$ cat src/rtl/mips_pkg.sv
// Shared definitions for the MIPS front end: fetch FSM states and the
// instruction fields needed to recognise BREAK.
package mips_pkg;

    typedef enum logic [1:0] {
        ST_LOAD = 2'd0,
        ST_RUN  = 2'd1,
        ST_HALT = 2'd2
    } fetch_state_e;

    localparam logic [5:0] OPC_SPECIAL = 6'h00;
    localparam logic [5:0] FUNCT_BREAK = 6'h0D;

    localparam int unsigned OPC_MSB   = 31;
    localparam int unsigned OPC_LSB   = 26;
    localparam int unsigned FUNCT_MSB = 5;
    localparam int unsigned FUNCT_LSB = 0;

    function automatic logic is_break(input logic [31:0] word);
        return (word[OPC_MSB:OPC_LSB] == OPC_SPECIAL) &&
               (word[FUNCT_MSB:FUNCT_LSB] == FUNCT_BREAK);
    endfunction

endpackage

$ cat src/rtl/next_pc_sel.sv
// Combinational next-PC selection (stall > jr > jump > branch > sequential)
// with detection of targets outside the instruction memory or misaligned.
module next_pc_sel #(
    parameter int unsigned ADDR_W = 6
) (
    input  logic [31:0] pc_i,
    input  logic        stall_i,
    input  logic        jr_i,
    input  logic [31:0] jr_target_i,
    input  logic        jump_i,
    input  logic [25:0] jump_target_i,
    input  logic        branch_taken_i,
    input  logic [15:0] branch_imm_i,
    output logic [31:0] pc_plus4_o,
    output logic [31:0] next_pc_o,
    output logic        fault_o
);

    logic [31:0] br_off;

    assign pc_plus4_o = pc_i + 32'd4;
    assign br_off     = {{14{branch_imm_i[15]}}, branch_imm_i, 2'b00};

    always_comb begin
        next_pc_o = pc_plus4_o;
        if (stall_i) begin
            next_pc_o = pc_i;
        end else if (jr_i) begin
            next_pc_o = jr_target_i;
        end else if (jump_i) begin
            next_pc_o = {pc_plus4_o[31:28], jump_target_i, 2'b00};
        end else if (branch_taken_i) begin
            next_pc_o = pc_plus4_o + br_off;
        end
    end

    assign fault_o = (|next_pc_o[31:ADDR_W+2]) | (|next_pc_o[1:0]);

endmodule

$ cat src/rtl/fetch_unit.sv
// PC/fetch stage: streams a program image into instruction memory (LOAD),
// then fetches sequentially with branch/jump/jr redirection until BREAK or fault.
module fetch_unit
    import mips_pkg::*;
#(
    parameter int unsigned ADDR_W   = 6,
    parameter logic [31:0] RESET_PC = 32'h0000_0000,
    parameter bit          LOAD_EN  = 1'b1
) (
    input  logic              clk,
    input  logic              rst,
    input  logic              ld_valid,
    output logic              ld_ready,
    input  logic [31:0]       ld_data,
    input  logic              ld_last,
    output logic [ADDR_W-1:0] im_addr,
    output logic [31:0]       im_wd,
    output logic              im_memwrite,
    output logic              im_memread,
    input  logic [31:0]       im_rd,
    input  logic              stall,
    input  logic              branch_taken,
    input  logic [15:0]       branch_imm,
    input  logic              jump,
    input  logic [25:0]       jump_target,
    input  logic              jr,
    input  logic [31:0]       jr_target,
    output logic [31:0]       pc,
    output logic [31:0]       pc_plus4,
    output logic [31:0]       instr,
    output logic              instr_valid,
    output logic              halted,
    output logic              fault
);

    localparam fetch_state_e RESET_ST = LOAD_EN ? ST_LOAD : ST_RUN;

    fetch_state_e      state_q, state_d;
    logic [31:0]       pc_q, pc_d;
    logic [ADDR_W-1:0] cnt_q, cnt_d;
    logic              fault_q, fault_d;

    logic [31:0]       pc_cur;
    logic [31:0]       npc;
    logic              npc_fault;

    // Outputs already show reset values during the cycle rst is asserted.
    assign pc_cur = rst ? RESET_PC : pc_q;
    assign pc     = pc_cur;
    assign fault  = rst ? 1'b0 : fault_q;
    assign instr  = im_rd;

    next_pc_sel #(
        .ADDR_W(ADDR_W)
    ) u_next_pc_sel (
        .pc_i          (pc_cur),
        .stall_i       (stall),
        .jr_i          (jr),
        .jr_target_i   (jr_target),
        .jump_i        (jump),
        .jump_target_i (jump_target),
        .branch_taken_i(branch_taken),
        .branch_imm_i  (branch_imm),
        .pc_plus4_o    (pc_plus4),
        .next_pc_o     (npc),
        .fault_o       (npc_fault)
    );

    always_ff @(posedge clk) begin
        if (rst) begin
            state_q <= RESET_ST;
            pc_q    <= RESET_PC;
            cnt_q   <= '0;
            fault_q <= 1'b0;
        end else begin
            state_q <= state_d;
            pc_q    <= pc_d;
            cnt_q   <= cnt_d;
            fault_q <= fault_d;
        end
    end

    always_comb begin
        state_d     = state_q;
        pc_d        = pc_q;
        cnt_d       = cnt_q;
        fault_d     = fault_q;
        ld_ready    = 1'b0;
        im_memwrite = 1'b0;
        im_memread  = 1'b0;
        instr_valid = 1'b0;
        halted      = 1'b0;
        im_addr     = pc_cur[ADDR_W+1:2];
        im_wd       = ld_data;

        if (!rst) begin
            unique case (state_q)
                ST_LOAD: begin
                    ld_ready    = 1'b1;
                    im_addr     = cnt_q;
                    im_memwrite = ld_valid;
                    if (ld_valid) begin
                        cnt_d = cnt_q + 1'b1;
                        // Image ends on ld_last or once memory is full.
                        if (ld_last || (cnt_q == '1)) begin
                            state_d = ST_RUN;
                            pc_d    = RESET_PC;
                        end
                    end
                end
                ST_RUN: begin
                    im_memread  = 1'b1;
                    instr_valid = 1'b1;
                    if (!stall && is_break(im_rd)) begin
                        state_d = ST_HALT;
                    end else if (npc_fault) begin
                        state_d = ST_HALT;
                        fault_d = 1'b1;
                    end else begin
                        pc_d = npc;
                    end
                end
                ST_HALT: begin
                    halted = 1'b1;
                end
                default: begin
                    state_d = RESET_ST;
                end
            endcase
        end
    end

endmodule

$ cat config.mk
export PLATFORM = sky130hd
export DESIGN_NAME = fetch_unit
export DESIGN_NICKNAME = d
export VERILOG_FILES = /design/src/rtl/mips_pkg.sv /design/src/rtl/next_pc_sel.sv /design/src/rtl/fetch_unit.sv
export SDC_FILE = /design/constraint.sdc
export NUM_CORES = 1
export LEC_CHECK = 0
export BUFFER_PORTS_ARGS = -buffer_cell sky130_fd_sc_hd__buf_4
export CORE_MARGIN = 2
export CORE_UTILIZATION = 52
export DETAILED_ROUTE_END_ITERATION = 16
export PLACE_DENSITY = 0.88
export SLEW_MARGIN = 40
export SYNTH_ARGS = -nofsm -noshare
export SYNTH_HDL_FRONTEND = slang
export SYNTH_SLANG_ARGS = --single-unit
$ cat constraint.sdc
create_clock -name clk -period 10.6 [get_ports clk]
set_clock_uncertainty 0.1 [all_clocks]
set_input_delay 2.12 -clock clk [delete_from_list [all_inputs] [get_ports clk]]
set_output_delay 2.12 -clock clk [all_outputs]
set_load 0.01 [all_outputs]
After elaboration in Yosys (flattened, before gate mapping)
Cells that the tools add are included.
- bits in registers: 41
- input bits: 146
- output and inout port bits: 140
- logic and storage cells: 58
- add/sub/neg operators: 3
- equality and inequality tests: 9
- mux-type cells: 26
- bitwise logic cells: 3
- reductions and logical operators: 13
- operator list (cell ; count):
    $mux W32 ; 9
    $pmux W32 S2 ; 1
    $add A32 B3 Y32 const B ; 1
    $add A32 B32 Y32 ; 1
    $reduce_or A24 Y1 ; 1
    $mux W6 ; 2
    $mux W1 ; 9
    $mux W2 ; 4
    $ne A2 B2 Y1 const B ; 4
    $add A6 B1 Y6 const B ; 1
    $eq A6 B4 Y1 const B ; 1
    $eq A6 B6 Y1 const B ; 1
    $logic_not A6 Y1 ; 1
    $pmux W2 S3 ; 1
    $reduce_and A5 Y1 ; 1
    $reduce_and A4 Y1 ; 1
    $ne A3 B3 Y1 const B ; 1
    $reduce_and A3 Y1 ; 1
    $eq A2 B1 Y1 const B ; 1
    $eq A2 B2 Y1 const B ; 1
    $logic_and A1 B1 Y1 ; 2
    $logic_not A2 Y1 ; 1
    $not A1 Y1 ; 2
    $reduce_and A2 Y1 ; 1
    5 further kinds ; 5

Depth between registers and ports, before layout
- depth in word-level cells: 12
- gate-level depth with buffers: 25

Cells and area by module
A second synthesis with hierarchy kept.
- cell total of the unflattened synthesis: 903
- area, all modules: 6567.5 µm²
- by module, submodules not included (module ; instances ; cells each ; area each (µm²)):
    next_pc_sel ; 1 ; 591 ; 3793.6
    fetch_unit ; 1 ; 312 ; 2773.9

Worst setup path before layout
OpenSTA, ideal clock, no wires.
- kind: input port to flip-flop
- start point: input rst
- end point: register pc_q[31]
- setup time: 0.119 ns
- arrival: 7.846 ns
- data required time: 10.381 ns
- path slack: 2.535 ns
- cell stages on the path: 25
- cell sequence: clkbuf_1 clkbuf_1 buf_2 buf_1 nor2b_1 ha_1 nand3_1 nor4_1 nand3_1 nor3_1 xor2_1 ha_1 a21oi_1 o21ai_0 a21oi_1 or4b_1 o211ai_1 o2111ai_1 a2111oi_0 nand4_2 nor4_4 or2_1 buf_4 buf_6 nor2_1
- longest elaborated chain between the ends: 11
- ends and longest elaborated chain (what ; RTL line ; text):
    start, declared ; fetch_unit.sv:11 ; input logic rst,
    $mux W32 (*) ; fetch_unit.sv:48 ; assign pc_cur = rst ? RESET_PC : pc_q;
    net pc[3] ; fetch_unit.sv:28 ; output logic [31:0] pc,
    $add A32 B3 Y32 (*) ; next_pc_sel.sv:21 ; assign pc_plus4_o = pc_i + 32'd4;
    net pc_plus4[28] ; fetch_unit.sv:29 ; output logic [31:0] pc_plus4,
    $add A32 B32 Y32 ; next_pc_sel.sv:33 ; next_pc_o = pc_plus4_o + br_off;
    $mux W32 ; next_pc_sel.sv:32 ; end else if (branch_taken_i) begin
    $mux W32 (*) ; next_pc_sel.sv:30 ; end else if (jump_i) begin
    $mux W32 (*) ; next_pc_sel.sv:28 ; end else if (jr_i) begin
    $mux W32 (*) ; next_pc_sel.sv:26 ; if (stall_i) begin
    $reduce_or A24 Y1 ; next_pc_sel.sv:37 ; assign fault_o = (|next_pc_o[31:ADDR_W+2]) | (|next_pc_o[1:0]);
    $or A1 B1 Y1 ; next_pc_sel.sv:37 ;
    $ne A2 B2 Y1 (no source line) ; - ;
    $reduce_and A5 Y1 (no source line) ; - ;
    end signal, assigned ; fetch_unit.sv:77 ; pc_q <= pc_d;
    end, declared ; fetch_unit.sv:39 ; logic [31:0] pc_q, pc_d;
The timed path passes the listed nets; every way through them passes the cells marked *. The select of a mux whose other input is x is not followed.
A chain may end at the register's enable or synchronous reset.

Worst setup path in the final report
- start point: input rst
- end point: register pc_q[5]
- longest elaborated chain between the ends: 11
- ends and longest elaborated chain (what ; RTL line):
    $mux W32 ; fetch_unit.sv:48
    $add A32 B3 Y32 ; next_pc_sel.sv:21
    $add A32 B32 Y32 ; next_pc_sel.sv:33
    $mux W32 ; next_pc_sel.sv:32
    $mux W32 ; next_pc_sel.sv:30
    $mux W32 ; next_pc_sel.sv:28
    $mux W32 ; next_pc_sel.sv:26
    $reduce_or A24 Y1 or $reduce_or A2 Y1 (tied branches) ; next_pc_sel.sv:37
    $or A1 B1 Y1 ; next_pc_sel.sv:37
    $ne A2 B2 Y1 (no source line) ; -
    $reduce_and A5 Y1 (no source line) ; -
Several ways; a longest one is shown, not always the timed one. The select of a mux whose other input is x is not followed.

==> flow_metrics.tcl <==
set metrics [dict create \
    drt_iter0_markers 639 \
    hold_viol 0 \
    maxCapViolations 0 \
    rsz0062_at_grt "false" \
    whs_ns 0.380 \
    ioPinCount 286 \
    cts_hold_buf 0 \
    drt-pass1-iter-count 5 \
    io_buffer_count 181 \
    period_needed_ns 9.10 \
    power.density_nw_per_um2 68.3 \
    synth_compound_area_frac 0.246 \
    grt_pass1_vias 6580 \
    viasPerCell 6.48 \
    synthCells 844 \
    max-clock-path-buffers 2 \
    post-route-drc-count 0 \
    status "finished clean" \
    grt_use_total 0.340 \
    crit_fanout 69 \
    synthToLayoutAreaGrowth_pct 18.2 \
    cts_tree "done" \
    fin_util 0.623 \
    async_flop_share 0 \
    worstRegToRegCells 19 \
    dieArea_um2 12300 \
    yosys.area_share.simple 0.333 \
    antenna_cells 0 \
    ant_nets 0 \
    fin_nets 1117 \
    crit_required_ns 10.73 \
    irDropWorstVdd_mv 0.157 \
    overflow 0 \
    nFillCells 1044 \
    synth_top_area_cell "dfxtp_1" \
    grt_pass1_wl_mm 34.3 \
    synthMuxAreaShare 0.00860 \
    rows 39 \
    crit_path_end_kind "register" \
    clkSlewWorstSetupHoldPaths_ns 0.06 \
    hold_class "reg2reg" \
    dp_hpwl_mm 17.6 \
    vias 6973 \
    crit_path_start_kind "primary input" \
    syn_area_per_cell_um2 7.07 \
    power_leakage_uw 0.00310 \
    cts-root-buf "clkbuf_16" \
    instances_no_fill 1076 \
    initial_core_util 0.527 \
    total_power_uw 482 \
    hold_depth 2 \
    dp_cells 1068 \
    place.gp.congestion 1.06 \
    synth_xor_xnor_area_share 0.0660 \
    die_y_um 111 \
    seq_area_frac_synth 0.138 \
    synth_area_um2 5970 \
    synthDistinctLibCells 81 \
    synth_top_family_by_area "simple AND/OR/NAND/NOR gates" \
    finalMaxSlewViolations 0 \
    synth_most_common_cell "nor2_1" \
    wl_per_cell_um 20.7 \
    design.core.area_um2 11300 \
    ys.flop_type "dfxtp_1" \
    yosysWarnings 0 \
    grt_antenna_before_repair 0 \
    cts.sinks 41 \
    setup_violations 0 \
    grt_max_degree 70 \
    tightest_slew_ns 0.763 \
    synth_adder_area_share 0.0830 \
    arrival_ns 9.23 \
    tns_ns 0 \
    cts_buffers 5 \
    post_cts_buffers 0 \
    fmax_mhz 110 \
    ctsResizeCount 0 \
    finalWirelength_mm 22.2 \
    synth_edf_count 0 \
    die_w_um 111 \
    synth_top_cells_by_count "nor2_1 (82), nand2_1 (73), buf_4 (68)" \
    relSlewSlack 0.488 \
    synthesis.nets 1029 \
    yosys-top-cells-area "dfxtp_1 (14%), buf_4 (8.6%), ha_1 (8.0%)" \
    cts_max_level 2 \
    synth_top_area_frac 0.138 \
    final_layout_size_suffix_gt1_frac 0.229 \
    path_class "in2reg" \
    fin_crit_sh 0.859 \
    ys_ff_latch 41 \
    clock_latency_ns 0.28 \
]
==> logic make-up after synthesis <==
logic type               count (synthesis)
AND/OR/NAND/NOR                        367
AO/OA/AOI/OAI                          218
buffers and inverters                  129
XOR/XNOR                                45
flip-flops                              41
adder cells (fa/ha/maj)                 39
multiplexers                             5
==> sequential cells by signal, indices dropped and copies added (netlist names) <==
register and flops:
cnt_q 6, fault_q 1, state_q 2, pc_q 32
==> metal layers <==
metal,GRT usage,wire (µm),vias up
li1,-,-,3207
met2,0.548,10200,441
met4,0.175,1190,0
met3,0.0552,2240,93
met5,0,0,-
met1,0.438,8660,3232
==> power by group <==
group | internal, µW | switching [µW]
Clock | 117 | 60.1
Combinational | 62.8 | 82.9
Sequential | 156 | 2.55
Total | 336 | 146
==> placed cells by master (no fill, tap or decap), types with 15 or more instances in the layout <==
cell type and instances:
buf_4 183, nor2_1 82, nand2_1 73, a21oi_1 58, o21ai_0 43, dfxtp_1 41
ha_1 38, nor3_1 28, inv_1 27, xnor2_1 25, nor2b_1 24, nand3_1 23
nand2b_1 22, xor2_1 20, nand4_1 17, nor4_1 16, nor3b_1 16, o211ai_1 15
==> critical path, cell delays in order <==
cell       delay, ns
buf_4           0.28
nand2b_1        0.32
inv_1           0.17
ha_1            0.22
nand3_1         0.27
nor4_1          0.69
nand3_1         0.23
nor3_1          0.23
xor2_1          0.47
ha_1            0.32
a21oi_1         0.12
o21ai_0         0.32
a21oi_1         0.10
or4b_1          0.51
o211ai_1        0.16
o2111ai_1       0.15
a2111oi_0       0.64
nand4_2         0.33
nor4_4          0.79
or2_1           0.54
a22o_1          0.21
==> worst paths after layout <==
kind / to / slack (ns) / startpoint
worst max register to register: pc_q[5] / 3.38 / pc_q[3]
worst max-delay path: pc_q[5] / 1.50 / rst
worst min-delay path: fault_q / 0.38 / fault_q
worst min register to register: fault_q / 0.38 / fault_q
==> per-stage QoR <==
step                setup slack (ns)  cell area (µm²)
global route                   0.994             7050
finish                          1.50             7050
detailed placement              1.39             6880
floorplan                       2.53             5970
CTS                             1.59             7050
global placement                1.69             6870
==> cell type report <==
class	count	area, µm²	area share
Timing Repair Buffer	183	1370	0.195
Tap cell	143	179	0.0254
Clock inverter	2	37.5	0.00532
Clock buffer	6	139	0.0197
Inverter	27	101	0.0144
Multi-Input combinational cell	674	4400	0.624
Sequential cell	41	821	0.116
Power figures use the tool's default switching activity.
